$ cat src/rtl/prienc_pkg.sv
// Shared types and helpers for the iterative priority encoder.
// The top module selects MSB-first order when PRIENC_MSB_FIRST_EN is defined.
package prienc_pkg;

  // Upper bound on the request width that onehot_is_single() can inspect.
  localparam int PRIENC_MAX_W = 1024;
  localparam logic [PRIENC_MAX_W-1:0] PRIENC_ONE = {{(PRIENC_MAX_W-1){1'b0}}, 1'b1};

  typedef enum logic {
    IDLE = 1'b0,
    SCAN = 1'b1
  } prienc_state_t;

  // True when exactly one bit of vec is set.
  // Clearing the lowest set bit leaves zero only for a power of two.
  function automatic logic onehot_is_single(input logic [PRIENC_MAX_W-1:0] vec);
    return (vec != '0) && ((vec & (vec - PRIENC_ONE)) == '0);
  endfunction

endpackage

$ cat src/rtl/prienc_ffs.sv
// Combinational find-first-set over a WIDTH-bit vector.
// MSB_FIRST=0 picks the lowest set bit; MSB_FIRST=1 picks the highest.
module prienc_ffs #(
  parameter int  WIDTH     = 8,
  parameter bit  MSB_FIRST = 1'b0,
  localparam int IDX_W     = $clog2(WIDTH)
) (
  input  logic [WIDTH-1:0] vec,
  output logic [IDX_W-1:0] idx,
  output logic             found
);

  // The loop walks from lowest to highest priority.
  // The last hit therefore overwrites any earlier one and wins.
  always_comb begin
    // NOTE: every output gets a default before the loop, so no path leaves it unassigned and no latch is inferred.
    idx   = '0;
    found = |vec;
    for (int i = 0; i < WIDTH; i++) begin
      int j;
      j = MSB_FIRST ? i : (WIDTH - 1 - i);
      if (vec[j]) idx = IDX_W'(j);
    end
  end

endmodule

$ cat src/rtl/priority_encoder_iter.sv
// Serialises a captured request vector into one index per beat over valid/ready.
// Order is LSB-first, or MSB-first when PRIENC_MSB_FIRST_EN is defined.
module priority_encoder_iter
  import prienc_pkg::*;
#(
  parameter int  WIDTH = 8,
  localparam int IDX_W = $clog2(WIDTH)
) (
  input  logic             clk,
  input  logic             rst,
  input  logic             in_valid,
  output logic             in_ready,
  input  logic [WIDTH-1:0] in_vec,
  output logic             out_valid,
  input  logic             out_ready,
  output logic [IDX_W-1:0] out_idx,
  output logic             out_last,
  output logic             busy
);

`ifdef PRIENC_MSB_FIRST_EN
  localparam bit MSB_FIRST = 1'b1;
`else
  localparam bit MSB_FIRST = 1'b0;
`endif

  prienc_state_t     state, state_next;
  logic [WIDTH-1:0]  pend, pend_next;
  logic [IDX_W-1:0]  ffs_idx;
  logic              ffs_found;
  logic              pend_single;
  logic [PRIENC_MAX_W-1:0] pend_ext;

  prienc_ffs #(
    .WIDTH     (WIDTH),
    .MSB_FIRST (MSB_FIRST)
  ) u_ffs (
    .vec   (pend),
    .idx   (ffs_idx),
    .found (ffs_found)
  );

  assign pend_ext    = {{(PRIENC_MAX_W-WIDTH){1'b0}}, pend};
  assign pend_single = onehot_is_single(pend_ext);

  // Outputs are forced to zero outside SCAN so they never carry stale or X values.
  assign in_ready  = (state == IDLE) && !rst;
  assign out_valid = (state == SCAN);
  assign busy      = (state == SCAN);
  assign out_idx   = out_valid ? ffs_idx : '0;
  assign out_last  = out_valid && pend_single;

  always_comb begin
    state_next = state;
    pend_next  = pend;
    unique case (state)
      IDLE: begin
        // An all-zero vector is consumed without producing beats.
        if (in_valid && in_ready && (in_vec != '0)) begin
          pend_next  = in_vec;
          state_next = SCAN;
        end
      end
      SCAN: begin
        if (out_ready && ffs_found) begin
          pend_next[ffs_idx] = 1'b0;
          if (pend_single) state_next = IDLE;
        end
      end
      default: state_next = IDLE;
    endcase
  end

  always_ff @(posedge clk) begin
    // NOTE: non-blocking assignments keep every register updating from pre-edge values.
    if (rst) begin
      state <= IDLE;
      pend  <= '0;
    end else begin
      state <= state_next;
      pend  <= pend_next;
    end
  end

endmodule

$ cat config.mk
export PLATFORM = sky130hd
export DESIGN_NAME = priority_encoder_iter
export DESIGN_NICKNAME = d
export VERILOG_FILES = /design/src/rtl/prienc_pkg.sv /design/src/rtl/prienc_ffs.sv /design/src/rtl/priority_encoder_iter.sv
export SDC_FILE = /design/constraint.sdc
export NUM_CORES = 1
export LEC_CHECK = 0
export CAP_MARGIN = 20
export CORE_MARGIN = 2
export CORE_UTILIZATION = 46
export DETAILED_ROUTE_END_ITERATION = 16
export PLACE_DENSITY = 0.81
export SYNTH_ARGS = -nofsm -noshare
export SYNTH_HDL_FRONTEND = slang
export SYNTH_SLANG_ARGS = --single-unit
$ cat constraint.sdc
create_clock -name clk -period 2.3 [get_ports clk]
set_input_delay 0.46 -clock clk [delete_from_list [all_inputs] [get_ports clk]]
set_output_delay 0.46 -clock clk [all_outputs]
set_load 0.005 [all_outputs]
==> metrics <==
status finished, final reports clean; first-pass GRT wire length 3600 µm; worst path arrival time 1.78 ns; clock latency on the worst-skew pair 0.26 ns; Worst Hold Launch pend[2]$_SDFFE_PP0P_; Seq cells post-synth 9; starting density of the core 47.4%; CTS tree done; Area growth, synth to finish 54.1%; register area share after synthesis 25.8%; Vias 849; Residual DRC 0; top-area cell type share of the netlist area 25.8%; ys async rst share 0%; final worst setup slack 0.0645 ns; final period utilization 97.2%; die width 43.0 µm; R2R Setup Slk 0.57 ns; worst hold path type flip-flop to flip-flop; worst hold stages 2; Critical R2R Launch pend[5]$_SDFFE_PP0P_; row cnt 14; clock sinks 9; setup violators final 0; I/O pin cnt 19; core box area 1470 µm²; met1 global-route usage 29.1%; grt ovf 0; Setup Slack @ Placement 0.0587 ns; Total GRT Usage 26.4%; initial antenna violation count 0; Cell Pwr Density 615 nW/µm²; critical path capture point type output pin; Worst setup SP type flip-flop; drt via density 6.06; leak pwr 0.000458 µW; hold path endpoint pend[2]$_SDFFE_PP0P_; crit-path most repeated cell buf_4; most frequent cell after synthesis nand2_1; min cycle time layout 2.24 ns; setup_tns 0 ns; Slew HR 68.3%; top post-synthesis cells by count nand2_1, dfxtp_1, nor2_1; syn_area_per_cell 7.76 µm²; Syn Nets 102; Routed WL 2190 µm; I/O Buffers 18; Crit path required time 1.84 ns; post-synthesis instance total 90; Final #Nets 137; FMAX 447 MHz; GRT busiest layer met2; CTS clock-pin slew for the worst setup and hold paths 0.07 ns; vias in the first global route 814; total of max-cap violations 0; area of the multi-input gates 495 µm²; worst-path maximum fanout 7; clk root buf clkbuf_4; Slew @ Worst Pin 0.475 ns; FF-to-FF End pend[2]$_SDFFE_PP0P_; layout cells sized above 1 34.7%; DR iter-0 viols 22; crit path cell chain buf_4, nor4_1, buf_4, nor2_1, clkdlybuf4s50_1; # hold bufs at CTS 0; Synth area leaders dfxtp_1, nand2_1, nor2_1; max-slew violation count 0; Post-synth EDFFs 0; deepest clock path buffer count 2; worst setup path class flip-flop to output pin; Cells after DPL 128; Die Y-Extent 43.0 µm; Layout Utilization 73.1%; Detailed Routing Iterations Pass 1 4; Netlist Area Pre-Place 698 µm²; met2 Resource Use GR 47.9%; top_reg_cell synth dfxtp_1; VDD IR max 0.385 mV; final cell count without fillers 140; H-tree levels 1; Num CTS Buffers 3; Yosys Warn Count 0; Distinct cells, synth 38; R2R depth 7; DR WL/cell 15.6 µm; slowest stage delay, CP 0.43 ns; Die ar. 1850 µm²; RSZ-0062 raised after global routing true; pin count of the biggest net entering global routing 13; slowest cell on the critical path clkdlybuf4s50_1; leading area contributor after synthesis dfxtp_1; Antenna Violating Nets Remaining 0; HPWL Detailed 1480 µm; final hold violation count 0; met3 usage 6.38%; GP Congestion 0.897; clock skew 0.00204 ns; Reg area 188 µm²; Fillers 117; # diodes 0
==> kinds of logic after synthesis <==
logic type	count (synthesis)	synth area share [%]
buffers and inverters	11	8.96
AO/OA/AOI/OAI	28	31.5
AND/OR/NAND/NOR	41	32.3
adder cells (fa/ha/maj)	1	1.43
flip-flops	9	25.8
==> state kept, by name, summed over array words and instances, names as in the netlist <==
name	count
pend	8
busy	1
==> stage by stage <==
stage / power (µW) / hold slack, ns / area, µm²
2_1_floorplan: 367 / 0.486 / 698
3_3_place_gp: 468 / 0.522 / 937
3_5_place_dp: 477 / 0.533 / 937
4_1_cts: 633 / 0.506 / 1040
5_1_grt: 699 / 0.542 / 1080
6_report: 661 / 0.506 / 1080
==> power breakdown <==
part / internal [µW] / switching (µW)
clock: 67.1 / 59.8
sequential: 175 / 25.0
combinational: 181 / 153
==> metal layers <==
layer | routed length, µm | part of all wire (%)
met5 | 0 | 0
met2 | 1110 | 51
met1 | 860 | 39
met4 | 51 | 2.3
met3 | 163 | 7.4
==> worst max-delay path: cells and delay by family, from the launching register on <==
| kind | cells | cell delay (ns) |
|---|---|---|
| buffers and inverters | 3 | 0.78 |
| AND/OR/NAND/NOR | 2 | 0.43 |
| flip-flops | 1 | 0.31 |
==> how the worst max path moves through the flow <==
stage,slack [ns],depth (start not counted),from,to
finish,0.06,5,pend[5]$_SDFFE_PP0P_,out_idx[2]
floorplan,0.51,5,pend[3]$_SDFFE_PP0P_,out_last
CTS,0.004,6,pend[3]$_SDFFE_PP0P_,out_idx[0]
global route,-0.02,5,pend[0]$_SDFFE_PP0P_,out_idx[2]
detailed placement,0.06,5,pend[0]$_SDFFE_PP0P_,out_last
global placement,0.13,5,pend[0]$_SDFFE_PP0P_,out_last
==> cells in the final DEF (no fill, tap or decap), drive strengths merged, types with 2 or more instances in the layout <==
| master | netlist | final |
|---|---|---|
| buf | 5 | 20 |
| dfxtp | 9 | 9 |
| o211ai | 2 | 2 |
| nor2 | 9 | 9 |
| clkdlybuf4s50 | 0 | 16 |
| clkbuf | 3 | 5 |
| a22o | 2 | 2 |
| o22ai | 4 | 4 |
| inv | 3 | 3 |
| nor3 | 3 | 3 |
| and2 | 2 | 2 |
| a21oi | 7 | 7 |
| nor4 | 5 | 5 |
| or2 | 2 | 2 |
| nand2 | 14 | 14 |
==> layout make-up <==
class                   instances  area share (%)
flip-flops and latches          9            17.4
multi-input cells              70            46.0
clock buffers                   4            2.44
well taps                      16            1.86
repair buffers                 38            31.2
inverters                       3            1.05
==> timing repair <==
item,CTS,global route
buffers inserted,6,2
setup endpoints to repair,2,3
pin swaps,4,2
resized for setup,12,6
Note: power is estimated with default switching activity, not from simulation.
